**src/rtl/uart_cmd_parser_if.sv**
```systemverilog
// Byte-stream side (rx_done/rxdata) and decoded-command side of the UART frame parser.
interface uart_cmd_parser_if;
  logic        rx_done;
  logic [7:0]  rxdata;
  logic [7:0]  cmd;
  logic [31:0] param;
  logic        cmd_valid;
  logic        sum_err;
  logic        tmo_err;
  logic        busy;

  modport master (output rx_done, rxdata,
                  input  cmd, param, cmd_valid, sum_err, tmo_err, busy);
  modport slave  (input  rx_done, rxdata,
                  output cmd, param, cmd_valid, sum_err, tmo_err, busy);
endinterface

```
**src/rtl/uart_cmd_parser.sv**
```systemverilog
// Parses HDR,CMD,D3..D0,SUM frames from a UART byte stream with an inter-byte timeout.
module uart_cmd_parser #(
  parameter logic [7:0]  HDR = 8'hA5,
  parameter logic [15:0] TMO = 16'd50000
) (
  input logic             clkb,
  input logic             rst_n,
  uart_cmd_parser_if.slave bus
);
  typedef enum logic [1:0] {S_HDR, S_CMD, S_DATA, S_SUM} state_t;

  localparam logic [15:0] TMO_LAST = TMO - 16'd1;

  state_t      state, state_nx;
  logic [7:0]  pend_cmd, sum;
  logic [31:0] pend_par;
  logic [1:0]  idx;
  logic [15:0] cnt;
  logic        fire_ok, fire_sum, fire_tmo;
  logic [7:0]  cmd_q;
  logic [31:0] param_q;
  logic        valid_q, sum_err_q, tmo_err_q;

  assign bus.cmd       = cmd_q;
  assign bus.param     = param_q;
  assign bus.cmd_valid = valid_q;
  assign bus.sum_err   = sum_err_q;
  assign bus.tmo_err   = tmo_err_q;
  assign bus.busy      = (state != S_HDR);

  always_ff @(posedge clkb) begin
    if (!rst_n) state <= S_HDR;
    else        state <= state_nx;
  end

  // A byte on the timeout cycle takes priority, so the timeout branch only runs without rx_done.
  always_comb begin
    state_nx = state;
    fire_ok  = 1'b0;
    fire_sum = 1'b0;
    fire_tmo = 1'b0;
    if (bus.rx_done) begin
      case (state)
        S_HDR:  if (bus.rxdata == HDR) state_nx = S_CMD;
        S_CMD:  state_nx = S_DATA;
        S_DATA: if (idx == 2'd3) state_nx = S_SUM;
        S_SUM: begin
          state_nx = S_HDR;
          if (bus.rxdata == sum) fire_ok  = 1'b1;
          else                   fire_sum = 1'b1;
        end
        default: state_nx = S_HDR;
      endcase
    end else if (state != S_HDR && cnt == TMO_LAST) begin
      state_nx = S_HDR;
      fire_tmo = 1'b1;
    end
  end

  always_ff @(posedge clkb) begin
    if (!rst_n) begin
      pend_cmd  <= '0;
      pend_par  <= '0;
      sum       <= '0;
      idx       <= '0;
      cnt       <= '0;
      cmd_q     <= '0;
      param_q   <= '0;
      valid_q   <= 1'b0;
      sum_err_q <= 1'b0;
      tmo_err_q <= 1'b0;
    end else begin
      valid_q   <= fire_ok;
      sum_err_q <= fire_sum;
      tmo_err_q <= fire_tmo;
      if (fire_ok) begin
        cmd_q   <= pend_cmd;
        param_q <= pend_par;
      end
      if (bus.rx_done || state == S_HDR || fire_tmo) cnt <= '0;
      else                                           cnt <= cnt + 16'd1;
      if (fire_tmo) begin
        pend_cmd <= '0;
        pend_par <= '0;
        sum      <= '0;
        idx      <= '0;
      end else if (bus.rx_done) begin
        case (state)
          S_CMD: begin
            pend_cmd <= bus.rxdata;
            sum      <= bus.rxdata;
            idx      <= '0;
          end
          S_DATA: begin
            pend_par <= {pend_par[23:0], bus.rxdata};
            sum      <= sum + bus.rxdata;
            idx      <= idx + 2'd1;
          end
          default: ;
        endcase
      end
    end
  end
endmodule

```
**src/flat_wrapper.sv**
```systemverilog
// flat-port wrapper written by rule: the top's interface ports become plain ports
module uart_cmd_parser_flat 
#(
  parameter logic [7:0]  HDR = 8'hA5,
  parameter logic [15:0] TMO = 16'd50000
)
  (clkb, rst_n, bus_rx_done, bus_rxdata, bus_cmd, bus_param, bus_cmd_valid, bus_sum_err, bus_tmo_err, bus_busy);
  uart_cmd_parser_if bus_i ();
  input logic clkb;
  input logic rst_n;
  input wire logic [$bits(bus_i.rx_done)-1:0] bus_rx_done;
  input wire logic [$bits(bus_i.rxdata)-1:0] bus_rxdata;
  output wire logic [$bits(bus_i.cmd)-1:0] bus_cmd;
  output wire logic [$bits(bus_i.param)-1:0] bus_param;
  output wire logic [$bits(bus_i.cmd_valid)-1:0] bus_cmd_valid;
  output wire logic [$bits(bus_i.sum_err)-1:0] bus_sum_err;
  output wire logic [$bits(bus_i.tmo_err)-1:0] bus_tmo_err;
  output wire logic [$bits(bus_i.busy)-1:0] bus_busy;
  assign bus_i.rx_done = bus_rx_done;
  assign bus_i.rxdata = bus_rxdata;
  assign bus_cmd = bus_i.cmd;
  assign bus_param = bus_i.param;
  assign bus_cmd_valid = bus_i.cmd_valid;
  assign bus_sum_err = bus_i.sum_err;
  assign bus_tmo_err = bus_i.tmo_err;
  assign bus_busy = bus_i.busy;
  uart_cmd_parser #(.HDR(HDR), .TMO(TMO)) u_core (.clkb(clkb), .rst_n(rst_n), .bus(bus_i));
endmodule
```
**config.mk**
```make
export PLATFORM = sky130hd
export DESIGN_NAME = uart_cmd_parser_flat
export DESIGN_NICKNAME = d
export VERILOG_FILES = /design/src/rtl/uart_cmd_parser_if.sv /design/src/rtl/uart_cmd_parser.sv /design/src/flat_wrapper.sv
export SDC_FILE = /design/constraint.sdc
export NUM_CORES = 1
export LEC_CHECK = 0
export ABC_AREA = 1
export CAP_MARGIN = 5
export CORE_MARGIN = 2
export CORE_UTILIZATION = 56
export DETAILED_ROUTE_END_ITERATION = 8
export PLACE_DENSITY = 0.79
export SKIP_LAST_GASP = 1
export SYNTH_ARGS = -nofsm -noshare
export SYNTH_HDL_FRONTEND = slang
export SYNTH_SLANG_ARGS = --single-unit
```
**constraint.sdc**
```tcl
create_clock -name clkb -period 1.9 [get_ports clkb]
set_input_delay 0.285 -clock clkb [delete_from_list [all_inputs] [get_ports clkb]]
set_output_delay 0.285 -clock clkb [all_outputs]
set_load 0.02 [all_outputs]
```
## Word level (Yosys, flattened, before mapping)

Index checks and enable logic that the tools add are counted.
Widths: inputs -> output; s select.

| operators by class | value |
|---|---|
| muxes and demuxes | 13 |
| bitwise gates (word level) | 1 |
| reductions and logical operators | 14 |
| add/sub/neg operators | 3 |
| equal/unequal tests | 9 |

Operators with widths:

| kind | number |
|---|---|
| $add 16x1->16 const B | 1 |
| $eq 16x16->1 const B | 1 |
| $pmux 8 s2 | 1 |
| $add 8x8->8 | 1 |
| $eq 8x8->1 | 1 |
| $eq 8x8->1 const B | 1 |
| $mux 2 | 4 |
| $pmux 2 s4 | 1 |
| $eq 2x2->1 const B | 3 |
| $mux 1 | 6 |
| $ne 3x2->1 const B | 2 |
| $reduce_and 2->1 | 3 |
| $reduce_and 3->1 | 2 |
| $reduce_bool 2->1 | 3 |
| $pmux 2 s2 | 1 |
| $reduce_or 2->1 | 2 |
| $add 2x1->2 const B | 1 |
| $eq 2x1->1 const B | 1 |
| $logic_not 2->1 | 1 |
| $logic_or 1x1->1 | 2 |
| $logic_and 1x1->1 | 1 |
| $not 1->1 | 1 |

| storage, ports and cells | value |
|---|---|
| word-level logic and storage cells | 51 |
| register bits | 111 |
| bits of input ports | 11 |
| output and inout bits | 44 |

## Logic depth before layout (Yosys ltp)

Gate-level depths: netlist (run 1).

| depth | value |
|---|---|
| word-level depth | 6 |
| gate-level depth with buffers | 10 |
| gate-level depth less buffers | 10 |

## Least setup slack after synthesis (run 1)

No wires, ideal clock.

| path | value |
|---|---|
| kind | register to register |
| from | reg u_core.state[0] |
| to | reg u_core.pend_par[16] |
| setup time | 0.115 ns |
| arrival | 1.587 ns |
| slack | 0.198 ns |
| required time | 1.785 ns |
| cell stages (with the launch flop) | 11 |
| clock period less this slack | 1.702 ns |
| path buffers | 2 |
| cells stage by stage | dfxtp_1 -> inv_1 -> ha_1 -> inv_1 -> nand3_1 -> nor2_2 -> nand4_2 -> nand2_2 -> buf_6 -> buf_6 -> a21oi_2 |

| between the ends | value |
|---|---|
| longest elaborated chain between the ends | 5 |
| elaborated cells on any way between the ends | 7 |
| those cells by class | 1 x eq/ne; 2 x mux; 4 x reduce/logical |

RTL lines:

| element | RTL line | source |
|---|---|---|
| start: declaration | uart_cmd_parser.sv:14 | `state_t state, state_nx;` |
| start signal: assignment | uart_cmd_parser.sv:33 | `else state <= state_nx;` |
| $reduce_bool 2->1 | -- |  |
| via bus_busy | flat_wrapper.sv:18 | `output wire logic [$bits(bus_i.busy)-1:0] bus_busy;` |
| $logic_and 1x1->1 | uart_cmd_parser.sv:54 | `end else if (state != S_HDR && cnt == TMO_LAST) begin` |
| $mux 1 | uart_cmd_parser.sv:54 |  |
| $mux 1 | uart_cmd_parser.sv:42 | `if (bus.rx_done) begin` |
| $reduce_or 2->1 (no line) | -- |  |
| end signal: assignment | uart_cmd_parser.sv:95 | `pend_par <= {pend_par[23:0], bus.rxdata};` |
| end: declaration | uart_cmd_parser.sv:16 | `logic [31:0] pend_par;` |

The timed path passes the listed nets, and every way through them passes these cells.
A chain may end at the register's enable or synchronous reset.

## Final worst setup path (run 1)

| path | value |
|---|---|
| from | in bus_rxdata[4] |
| to | reg u_core.param_q[21], in the netlist u_core.bus.param[21] |

| between the ends | value |
|---|---|
| longest elaborated chain between the ends | 4 |

RTL lines:

| element | RTL line | source |
|---|---|---|
| start: declaration | flat_wrapper.sv:12 | `input wire logic [$bits(bus_i.rxdata)-1:0] bus_rxdata;` |
| $eq 8x8->1 | uart_cmd_parser.sv:49 | `if (bus.rxdata == sum) fire_ok = 1'b1;` |
| $mux 1 | uart_cmd_parser.sv:49 |  |
| $mux 1 | uart_cmd_parser.sv:43 | `case (state)` |
| $mux 1 | uart_cmd_parser.sv:42 |  |
| end signal: assignment | uart_cmd_parser.sv:78 | `param_q <= pend_par;` |
| end: declaration | uart_cmd_parser.sv:21 | `logic [31:0] param_q;` |

Every way passes these cells.

==> impl_results.html, run 1 <==
<table>
<tr><th>Metric</th><th>Value</th></tr>
<tr><th colspan="2">Timing</th></tr>
<tr><td>Period utilization</td><td>between 90% and 100%</td></tr>
<tr><td>Setup total negative slack</td><td>0 ns</td></tr>
<tr><td>Worst clock skew</td><td>~0.012 ns</td></tr>
<tr><td>Slew at the pin closest to its max-slew limit</td><td>0.441 ns</td></tr>
<tr><td>Peak Freq</td><td>554 MHz</td></tr>
<tr><td>Fin. Hold Viols</td><td>0</td></tr>
<tr><td>Total count of max-transition violations in the final report</td><td>0</td></tr>
<tr><td>Final worst path period need</td><td>1.80 ns</td></tr>
<tr><td>Setup repair after global routing missed its margin</td><td>no</td></tr>
<tr><td># setup viols final</td><td>0</td></tr>
<tr><td>Headroom to the max-slew limit</td><td>70.5%</td></tr>
<tr><th colspan="2">Route</th></tr>
<tr><td>Vias per std cell</td><td>5.07</td></tr>
<tr><td>Final routed wire length divided by cell count</td><td>12.8 microns</td></tr>
<tr><td>Residual DRC</td><td>0</td></tr>
<tr><td>Violation count after the first detailed-routing iteration</td><td>241</td></tr>
<tr><td>Antenna viol nets, final</td><td>0</td></tr>
<tr><td>DRT Pass-1 Iters</td><td>5</td></tr>
<tr><td>Detailed-route via count</td><td>about 4,400</td></tr>
<tr><td>Routed Wire Length</td><td>around 11,000 microns</td></tr>
<tr><th colspan="2">Worst hold path</th></tr>
<tr><td>Kind of path behind the tightest hold check</td><td>reg -&gt; reg</td></tr>
<tr><th colspan="2">Worst setup path</th></tr>
<tr><td>Worst path arrival time</td><td>around 2.1 ns</td></tr>
<tr><td>Startpoint type of the worst setup path</td><td>primary input</td></tr>
<tr><td>Endpoint required time on the critical path</td><td>2.20 ns</td></tr>
<tr><td>Type of the worst setup path</td><td>in -&gt; reg</td></tr>
<tr><td>Category of the worst setup path capture point</td><td>flip-flop</td></tr>
<tr><td>Max Fanout on Critical Path</td><td>39</td></tr>
<tr><th colspan="2">Clock tree</th></tr>
<tr><td>CTS tree</td><td>yes</td></tr>
<tr><td>Clock tree root driver cell</td><td>clkbuf_8</td></tr>
<tr><td>CTS Sinks</td><td>roughly 110</td></tr>
<tr><td>Setup Fix Bufs, Post-CTS</td><td>0</td></tr>
<tr><td>Register clock-pin slew on the reported worst setup and hold paths</td><td>around 0.10 ns</td></tr>
<tr><td>Number of buffers on the longest clock path</td><td>2</td></tr>
<tr><td>Skew-Pair Late Insertion Delay</td><td>about 0.38 ns</td></tr>
<tr><td>TritonCTS Buffers</td><td>9</td></tr>
<tr><td>Depth of the CTS H-tree</td><td>3</td></tr>
<tr><td>Cts hold-fix bufs</td><td>0</td></tr>
<tr><th colspan="2">Final layout</th></tr>
<tr><td>Number of standard cells in the layout, taps in and fillers out</td><td>about 870</td></tr>
<tr><td>Area growth, synth to finish</td><td>20.7%</td></tr>
<tr><td>Diode count</td><td>0</td></tr>
<tr><td>Nets</td><td>786</td></tr>
<tr><td>Final instance area</td><td>5970 sq um</td></tr>
<tr><td>Share of layout cells above drive strength 1</td><td>9.54%</td></tr>
<tr><th colspan="2">Yosys</th></tr>
<tr><td>Netlist Area Pre-Place</td><td>4950 sq um</td></tr>
<tr><td>Count of mapped cells out of synthesis</td><td>694</td></tr>
<tr><td>Portion of the post-synthesis area used by sequential elements</td><td>44.9%</td></tr>
<tr><td>Synthesized-area fraction occupied by adder cells</td><td>roughly 4%</td></tr>
<tr><td>Fraction of the mapped netlist area in simple logic gates</td><td>31.1%</td></tr>
<tr><td>XOR/XNOR Fraction of Synth Area</td><td>1.95%</td></tr>
<tr><td>Largest family of logic cells by synthesized area</td><td>simple AND/OR/NAND/NOR gates</td></tr>
<tr><td>Synth Area in Compound Gates</td><td>8.47%</td></tr>
<tr><td>YS warnings</td><td>0</td></tr>
<tr><td>Number of synthesized register bits</td><td>111</td></tr>
<tr><td>Average instance area after synthesis</td><td>7.13 sq um</td></tr>
<tr><td>Cell variety after synth</td><td>29</td></tr>
<tr><td>Cell types with the largest area share after synthesis</td><td>dfxtp_1 (45%), nand2_1 (16%), nor2_1 (8.9%), inv_1 (5.7%), a21oi_1 (5.7%)</td></tr>
<tr><td>Net Count, Synth</td><td>720</td></tr>
<tr><td>Largest area contributor in the netlist</td><td>dfxtp_1</td></tr>
<tr><td>Fraction of post-synthesis cell area in the top cell type by area</td><td>44.9%</td></tr>
<tr><td>Post-synthesis mux area share</td><td>0%</td></tr>
<tr><th colspan="2">Placed design</th></tr>
<tr><td>Count of port buffers added during placement</td><td>54</td></tr>
<tr><td>HPWL Detailed</td><td>7980 microns</td></tr>
<tr><td>Final estimated routing congestion in global placement</td><td>0.987</td></tr>
<tr><td>Placement Cell Area</td><td>between 5000 and 6000 sq um</td></tr>
<tr><td>Cell total after placement</td><td>857</td></tr>
<tr><th colspan="2">Power and ir drop</th></tr>
<tr><td>Share of total power in sequential cells</td><td>53.3%</td></tr>
<tr><td>Clock network power share</td><td>36.4%</td></tr>
<tr><td>Switching power total</td><td>between 0.001 and 0.0015 W</td></tr>
<tr><td>Static leakage</td><td>2.73 nW</td></tr>
<tr><td>Maximum ir drop on the vdd rail</td><td>roughly 530 uV</td></tr>
<tr><td>Cell-internal power</td><td>0.00337 W</td></tr>
<tr><td>Share of total power consumed by net switching</td><td>24.8%</td></tr>
<tr><td>Relative contribution of combinational cells to total power</td><td>between 10% and 20%</td></tr>
<tr><td>Pwr/cell area</td><td>751 nW/um^2</td></tr>
<tr><th colspan="2">Global route</th></tr>
<tr><td>Peak-usage layer in the global routing report</td><td>met2</td></tr>
<tr><td>Total grt overflow</td><td>0</td></tr>
<tr><td>Initial antenna violation count</td><td>0</td></tr>
<tr><td>Global-route track usage on met3</td><td>under 10%</td></tr>
<tr><td>M2 GR Usage</td><td>42.0%</td></tr>
<tr><td>First-pass GRT wire length</td><td>around 19,000 microns</td></tr>
<tr><td>Number of global-route vias before repair</td><td>4,110</td></tr>
<tr><td>Global Route met1 Usage</td><td>28.9%</td></tr>
<tr><td>Overall global routing resource usage</td><td>23.8%</td></tr>
<tr><td>Maximum number of pins on one net before global-route repair</td><td>43</td></tr>
<tr><th colspan="2">Die</th></tr>
<tr><td>I/O pin total</td><td>55</td></tr>
<tr><td>Overall die height</td><td>98.0 microns</td></tr>
<tr><td>Core region area</td><td>~8600 sq um</td></tr>
<tr><td>FP Rows</td><td>34</td></tr>
<tr><td>Die outline width</td><td>98.0 microns</td></tr>
<tr><td>Die Footprint</td><td>9600 sq um</td></tr>
<tr><td>Starting utilization of the core area</td><td>57.3%</td></tr>
<tr><th colspan="2">Flow run</th></tr>
<tr><td>Max-cap check violation count</td><td>0</td></tr>
<tr><th colspan="2">Run status</th></tr>
<tr><td>Status</td><td>finished, final reports clean</td></tr>
</table>
-- routing by layer --
| metal | share of wire [%] | routed length, microns |
|---|---|---|
| met5 | 0 | 0 |
| met4 | 2.1 | 234 |
| met3 | 4.5 | 499 |
| met2 | 51 | 5660 |
| met1 | 43 | 4790 |
-- critical path: stages --
cell and delay, ns:
clkdlybuf4s50_1 0.47, ha_1 0.33, inv_1 0.08, nand2_1 0.09, nor3_4 0.23, nand4_4 0.15
buf_12 0.21, nand2_1 0.07, nand2_1 0.04, nor2_1 0.12
-- worst paths after layout --
path,start,to,slack (ns),cells past startpoint
setup / recovery,bus_rxdata[4],u_core.bus.param[21],0.1,10
hold / removal,u_core.cnt[0],u_core.cnt[0],0.46,1
setup reg to reg,u_core.state[1],u_core.cnt[13],0.16,8
hold reg to reg,u_core.cnt[0],u_core.cnt[0],0.46,1
-- Yosys cell counts --
cell      number
nand2_1      208
nor2_1       117
dfxtp_1      111
inv_1         75
a21oi_1       56
nand3_1       28
ha_1          14
clkbuf_1      11
a21oi_2       10
xor2_1        10
buf_2          7
buf_6          6
nor3_1         6
buf_4          5
o21ai_0        4
nand2_2        3
nand4_1        3
nor2_2         3
a22oi_1        2
buf_1          2
inv_2          2
nand4_2        2
nor3_4         2
or2_0          2
a32oi_1        1
fa_1           1
nand4_4        1
o211ai_1       1
xnor2_1        1
-- layout by cell type (no fill, tap or decap), types with 2 or more instances in the layout --
master / n
a21oi_1: 56
a21oi_2: 10
a22oi_1: 2
buf_12: 5
buf_4: 27
bufinv_16: 2
clkbuf_8: 11
clkdlybuf4s50_1: 53
dfxtp_1: 110
ha_1: 14
inv_1: 75
inv_2: 2
nand2_1: 208
nand2_2: 3
nand3_1: 28
nand4_1: 3
nand4_2: 2
nor2_1: 117
nor2_2: 3
nor3_1: 6
nor3_4: 2
o21ai_0: 4
or2_0: 2
xor2_1: 10
-- sequential cells by signal, indices dropped and copies added (netlist names) --
register / flops
u_core.bus.tmo_err: 1
u_core.cnt: 16
u_core.bus.cmd_valid: 1
u_core.bus.param: 32
u_core.idx: 2
u_core.bus.sum_err: 1
u_core.state: 2
u_core.bus.cmd: 8
u_core.pend_par: 32
u_core.pend_cmd: 8
u_core.sum: 8
-- layout make-up --
type,count,area [sq um]
fill,735,2660
clock inverter,5,87.6
multi-input combinational,475,2250
tap,108,135
sequential,111,2220
inverter,77,289
timing repair buffer,86,838
clock buffer,11,151
-- power by group through the flow --
stage / Combinational, W / Sequential, W / Clock, W
after CTS: 0.000462 / 0.00239 / 0.00165
after detailed placement: 0.000462 / 0.00244 / 0
after floorplan: 0.000287 / 0.00243 / 0
final: 0.000464 / 0.00239 / 0.00163
after global placement: 0.000450 / 0.00244 / 0
after global routing: 0.000514 / 0.00239 / 0.00175
-- repair_timing --
item	4_1_cts	5_1_grt
endpoints found under the setup margin	1	16
cloned	0	0
gates resized for setup	1	3
pin swaps	0	0
-- cells by family (layout without fill, tap and decap cells) --
| group | Yosys count | in the layout |
|---|---|---|
| buffers and inverters | 108 | 179 |
| AND/OR/NAND/NOR | 375 | 375 |
| flip-flops | 111 | 111 |
| adder cells (fa/ha/maj) | 15 | 15 |
| AO/OA/AOI/OAI | 74 | 74 |
| XOR/XNOR | 11 | 11 |
-- metrics by stage --
stage               hold slack (ns)  setup WS (ns)  util (%)  power [W]
CTS                           0.468         0.0206      69.2    0.00450
global placement              0.423         -0.282      66.4    0.00289
detailed placement            0.445         -0.296      66.4    0.00290
global route                  0.486       0.000496      69.2    0.00465
floorplan                     0.417          0.198         -    0.00272
finish                        0.460         0.0951      69.2    0.00448
Power figures use the tool's default switching activity.
==> run 2, diff against run 1 <==
--- a/config.mk
+++ b/config.mk
@@ -8,9 +8,11 @@
 export ABC_AREA = 1
 export CAP_MARGIN = 5
 export CORE_MARGIN = 2
-export CORE_UTILIZATION = 56
+export CORE_UTILIZATION = 58
+export CTS_BUF_LIST = sky130_fd_sc_hd__clkbuf_8
 export DETAILED_ROUTE_END_ITERATION = 8
-export PLACE_DENSITY = 0.79
+export PLACE_DENSITY = 0.82
+export RECOVER_POWER = 25
 export SKIP_LAST_GASP = 1
 export SYNTH_ARGS = -nofsm -noshare
 export SYNTH_HDL_FRONTEND = slang
==> run 2 against run 1 <==
Via count rose by 0.54%. Flip-flop and latch count is the same. Final cell count decreased by 0.69%. Global-route usage rose by 0.42 points. Sequential share of layout area up 0.28 points. First-iteration DRC count shrank 26%. Count of clock-buffer cells in the layout shrank 2.
==> impl_results.html, run 2 (synthesized netlist as in run 1, its figures left out) <==
<table>
<tr><th>Metric</th><th>Value</th></tr>
<tr><th colspan="2">Clock tree</th></tr>
<tr><td>TritonCTS Buffers</td><td>9 (unchanged)</td></tr>
<tr><td>Setup Fix Bufs, Post-CTS</td><td>0 (unchanged)</td></tr>
<tr><td>Clock tree root driver cell</td><td>clkbuf_8</td></tr>
<tr><td>Number of buffers on the longest clock path</td><td>2 (unchanged)</td></tr>
<tr><td>Depth of the CTS H-tree</td><td>3 (unchanged)</td></tr>
<tr><td>CTS tree</td><td>yes</td></tr>
<tr><td>Register clock-pin slew on the reported worst setup and hold paths</td><td>0.11 ns (about the same)</td></tr>
<tr><td>CTS Sinks</td><td>111 (unchanged)</td></tr>
<tr><td>Cts hold-fix bufs</td><td>0 (unchanged)</td></tr>
<tr><td>Skew-Pair Late Insertion Delay</td><td>0.38 ns (about the same)</td></tr>
<tr><th colspan="2">Power and ir drop</th></tr>
<tr><td>Static leakage</td><td>2.68 nW (-1.8%)</td></tr>
<tr><td>Pwr/cell area</td><td>708 nW/um^2 (-5.7%)</td></tr>
<tr><td>Maximum ir drop on the vdd rail</td><td>443 uV (-16%)</td></tr>
<tr><td>Total design power</td><td>0.00420 W (-6.4%)</td></tr>
<tr><th colspan="2">Timing</th></tr>
<tr><td># setup viols final</td><td>0 (unchanged)</td></tr>
<tr><td>Setup total negative slack</td><td>0 ns (unchanged)</td></tr>
<tr><td>Total count of max-transition violations in the final report</td><td>0 (unchanged)</td></tr>
<tr><td>Hold Worst Slack</td><td>0.465 ns (+0.00542 ns)</td></tr>
<tr><td>Fin. Hold Viols</td><td>0 (unchanged)</td></tr>
<tr><td>Headroom to the max-slew limit</td><td>62.5% (-8.0 points)</td></tr>
<tr><td>Period utilization</td><td>98.3% (+3.3 points)</td></tr>
<tr><td>Peak Freq</td><td>536 MHz (-3.3%)</td></tr>
<tr><td>Slew at the pin closest to its max-slew limit</td><td>0.558 ns (+0.117 ns)</td></tr>
<tr><td>Final worst path period need</td><td>1.87 ns (+0.0620 ns)</td></tr>
<tr><td>Worst clock skew</td><td>0.0148 ns (+0.00278 ns)</td></tr>
<tr><th colspan="2">Placed design</th></tr>
<tr><td>HPWL Detailed</td><td>7620 microns (-4.6%)</td></tr>
<tr><td>Final estimated routing congestion in global placement</td><td>0.863 (-13%)</td></tr>
<tr><td>Count of port buffers added during placement</td><td>54 (unchanged)</td></tr>
<tr><th colspan="2">Worst hold path</th></tr>
<tr><td>Kind of path behind the tightest hold check</td><td>reg -&gt; reg</td></tr>
<tr><th colspan="2">Route</th></tr>
<tr><td>DRT Pass-1 Iters</td><td>5 (unchanged)</td></tr>
<tr><td>Vias per std cell</td><td>5.13 (+1.2%)</td></tr>
<tr><td>Detailed-route via count</td><td>4,452 (+0.54%)</td></tr>
<tr><td>Routed Wire Length</td><td>10,800 microns (-3.8%)</td></tr>
<tr><td>Final routed wire length divided by cell count</td><td>12.4 microns (-3.1%)</td></tr>
<tr><td>Antenna viol nets, final</td><td>0 (unchanged)</td></tr>
<tr><td>Violation count after the first detailed-routing iteration</td><td>178 (-26%)</td></tr>
<tr><td>Residual DRC</td><td>0 (unchanged)</td></tr>
<tr><th colspan="2">Final layout</th></tr>
<tr><td>Most common cell after layout, fill and taps aside</td><td>nand2_1</td></tr>
<tr><td>Area growth, synth to finish</td><td>19.8%</td></tr>
<tr><td>Register Area</td><td>2220 sq um (unchanged)</td></tr>
<tr><td>Nets</td><td>784 (-0.25%)</td></tr>
<tr><td>Diode count</td><td>0 (unchanged)</td></tr>
<tr><td>Most used cells in the layout excluding fill and tap cells</td><td>nand2_1 (207), nor2_1 (117), dfxtp_1 (110)</td></tr>
<tr><td>Multi-input combinational cell area</td><td>2280 sq um (+1.3%)</td></tr>
<tr><td>Share of layout cells above drive strength 1</td><td>9.32% (-0.22 points)</td></tr>
<tr><td>Filler cell count in the final layout</td><td>642 (-13%)</td></tr>
<tr><th colspan="2">Die</th></tr>
<tr><td>Starting utilization of the core area</td><td>59.9% (+2.6 points)</td></tr>
<tr><td>FP Rows</td><td>33 (-2.9%)</td></tr>
<tr><td>Overall die height</td><td>96.4 microns (-1.7%)</td></tr>
<tr><td>I/O pin total</td><td>55 (unchanged)</td></tr>
<tr><td>Core region area</td><td>8260 sq um (-4.4%)</td></tr>
<tr><td>Die outline width</td><td>96.4 microns (-1.7%)</td></tr>
<tr><td>Die Footprint</td><td>9290 sq um (-3.3%)</td></tr>
<tr><th colspan="2">Worst setup path</th></tr>
<tr><td>Series of cell instances along the critical path</td><td>inv_1 -&gt; ha_1 -&gt; inv_1 -&gt; clkdlybuf4s15_1</td></tr>
<tr><td>Buffer and inverter count on the worst path</td><td>3 (unchanged)</td></tr>
<tr><td>Top cell family by delay on the critical path</td><td>buffers and inverters</td></tr>
<tr><td>Startpoint type of the worst setup path</td><td>flip-flop</td></tr>
<tr><td>Library cell appearing most often on the critical path</td><td>inv_1</td></tr>
<tr><td>Max Fanout on Critical Path</td><td>4 (-90%)</td></tr>
<tr><td>Largest stage delay on the critical path</td><td>0.40 ns (-0.07 ns)</td></tr>
<tr><td>Category of the worst setup path capture point</td><td>primary output</td></tr>
<tr><td>Highest-delay cell along the critical path</td><td>dfxtp_1</td></tr>
<tr><td>Worst path arrival time</td><td>1.58 ns (-0.53 ns)</td></tr>
<tr><td>Endpoint required time on the critical path</td><td>1.62 ns (-0.58 ns)</td></tr>
<tr><td>Type of the worst setup path</td><td>reg -&gt; out</td></tr>
<tr><th colspan="2">Global route</th></tr>
<tr><td>Total grt overflow</td><td>0 (unchanged)</td></tr>
<tr><td>Number of global-route vias before repair</td><td>4,103 (-0.17%)</td></tr>
<tr><td>First-pass GRT wire length</td><td>17,900 microns (-4.1%)</td></tr>
<tr><td>Initial antenna violation count</td><td>0 (unchanged)</td></tr>
<tr><td>Maximum number of pins on one net before global-route repair</td><td>49 (+14%)</td></tr>
<tr><td>Overall global routing resource usage</td><td>24.2% (+0.42 points)</td></tr>
<tr><th colspan="2">Flow run</th></tr>
<tr><td>Max-cap check violation count</td><td>0 (unchanged)</td></tr>
<tr><th colspan="2">Run status</th></tr>
<tr><td>Status</td><td>finished, final reports clean</td></tr>
</table>
-- run 2: changes by cell type in the layout (fill, tap and decap cells not counted), sizes merged --
cell	delta
buf	-2
clkinv	-1
clkinvlp	+2
clkbuf	-3
clkdlybuf4s15	+1
bufinv	-2
inv	+2
-- run 2: final cells by class --
| type | count | share of cell area, % |
|---|---|---|
| clock inverters | 6 | 0.908 |
| clock buffers | 9 | 2.09 |
| well taps | 105 | 2.22 |
| inverters | 77 | 4.88 |
| repair buffers | 84 | 14.0 |
| flip-flops and latches | 111 | 37.5 |
| multi-input cells | 475 | 38.4 |
-- run 2: path summary, 6_finish.rpt --
| check | startpoint | to | slack [ns] | cells past startpoint |
|---|---|---|---|---|
| max | u_core.state[1] | bus_busy | 0.03 | 4 |
| min | u_core.cnt[0] | u_core.cnt[0] | 0.47 | 1 |
| max reg2reg | u_core.state[1] | u_core.sum[5] | 0.05 | 9 |
| min reg2reg | u_core.cnt[0] | u_core.cnt[0] | 0.47 | 1 |
-- run 2: layer usage --
layer	global-route usage [%]	share of wire (%)	vias up
li1	-	-	2264
met4	9.04	1.8	0
met2	40.5	47	135
met5	0	0	-
met1	31.1	46	2031
met3	4.58	4.6	22
-- run 2: where the power goes --
part | switching (W) | internal (W)
Combinational | 0.000285 | 0.000185
Sequential | 0.0000262 | 0.00236
Clock | 0.000845 | 0.000493
-- run 2: through the flow --
stage | setup slack [ns] | util (%) | cell area, sq um | instances
floorplan | 0.198 | - | 4950 | 694
global placement | -0.231 | 69.3 | 5720 | 852
detailed placement | -0.310 | 69.3 | 5720 | 852
finish | 0.0331 | 71.8 | 5930 | 867
global route | -0.0166 | 71.8 | 5930 | 867
CTS | 0.0107 | 71.4 | 5900 | 867
-- run 2: repair_timing --
item | CTS | global route
endpoints found under the setup margin | 1 | 52
pin swaps | 0 | 0
resized for setup | 2 | 6
gates cloned | 0 | 0
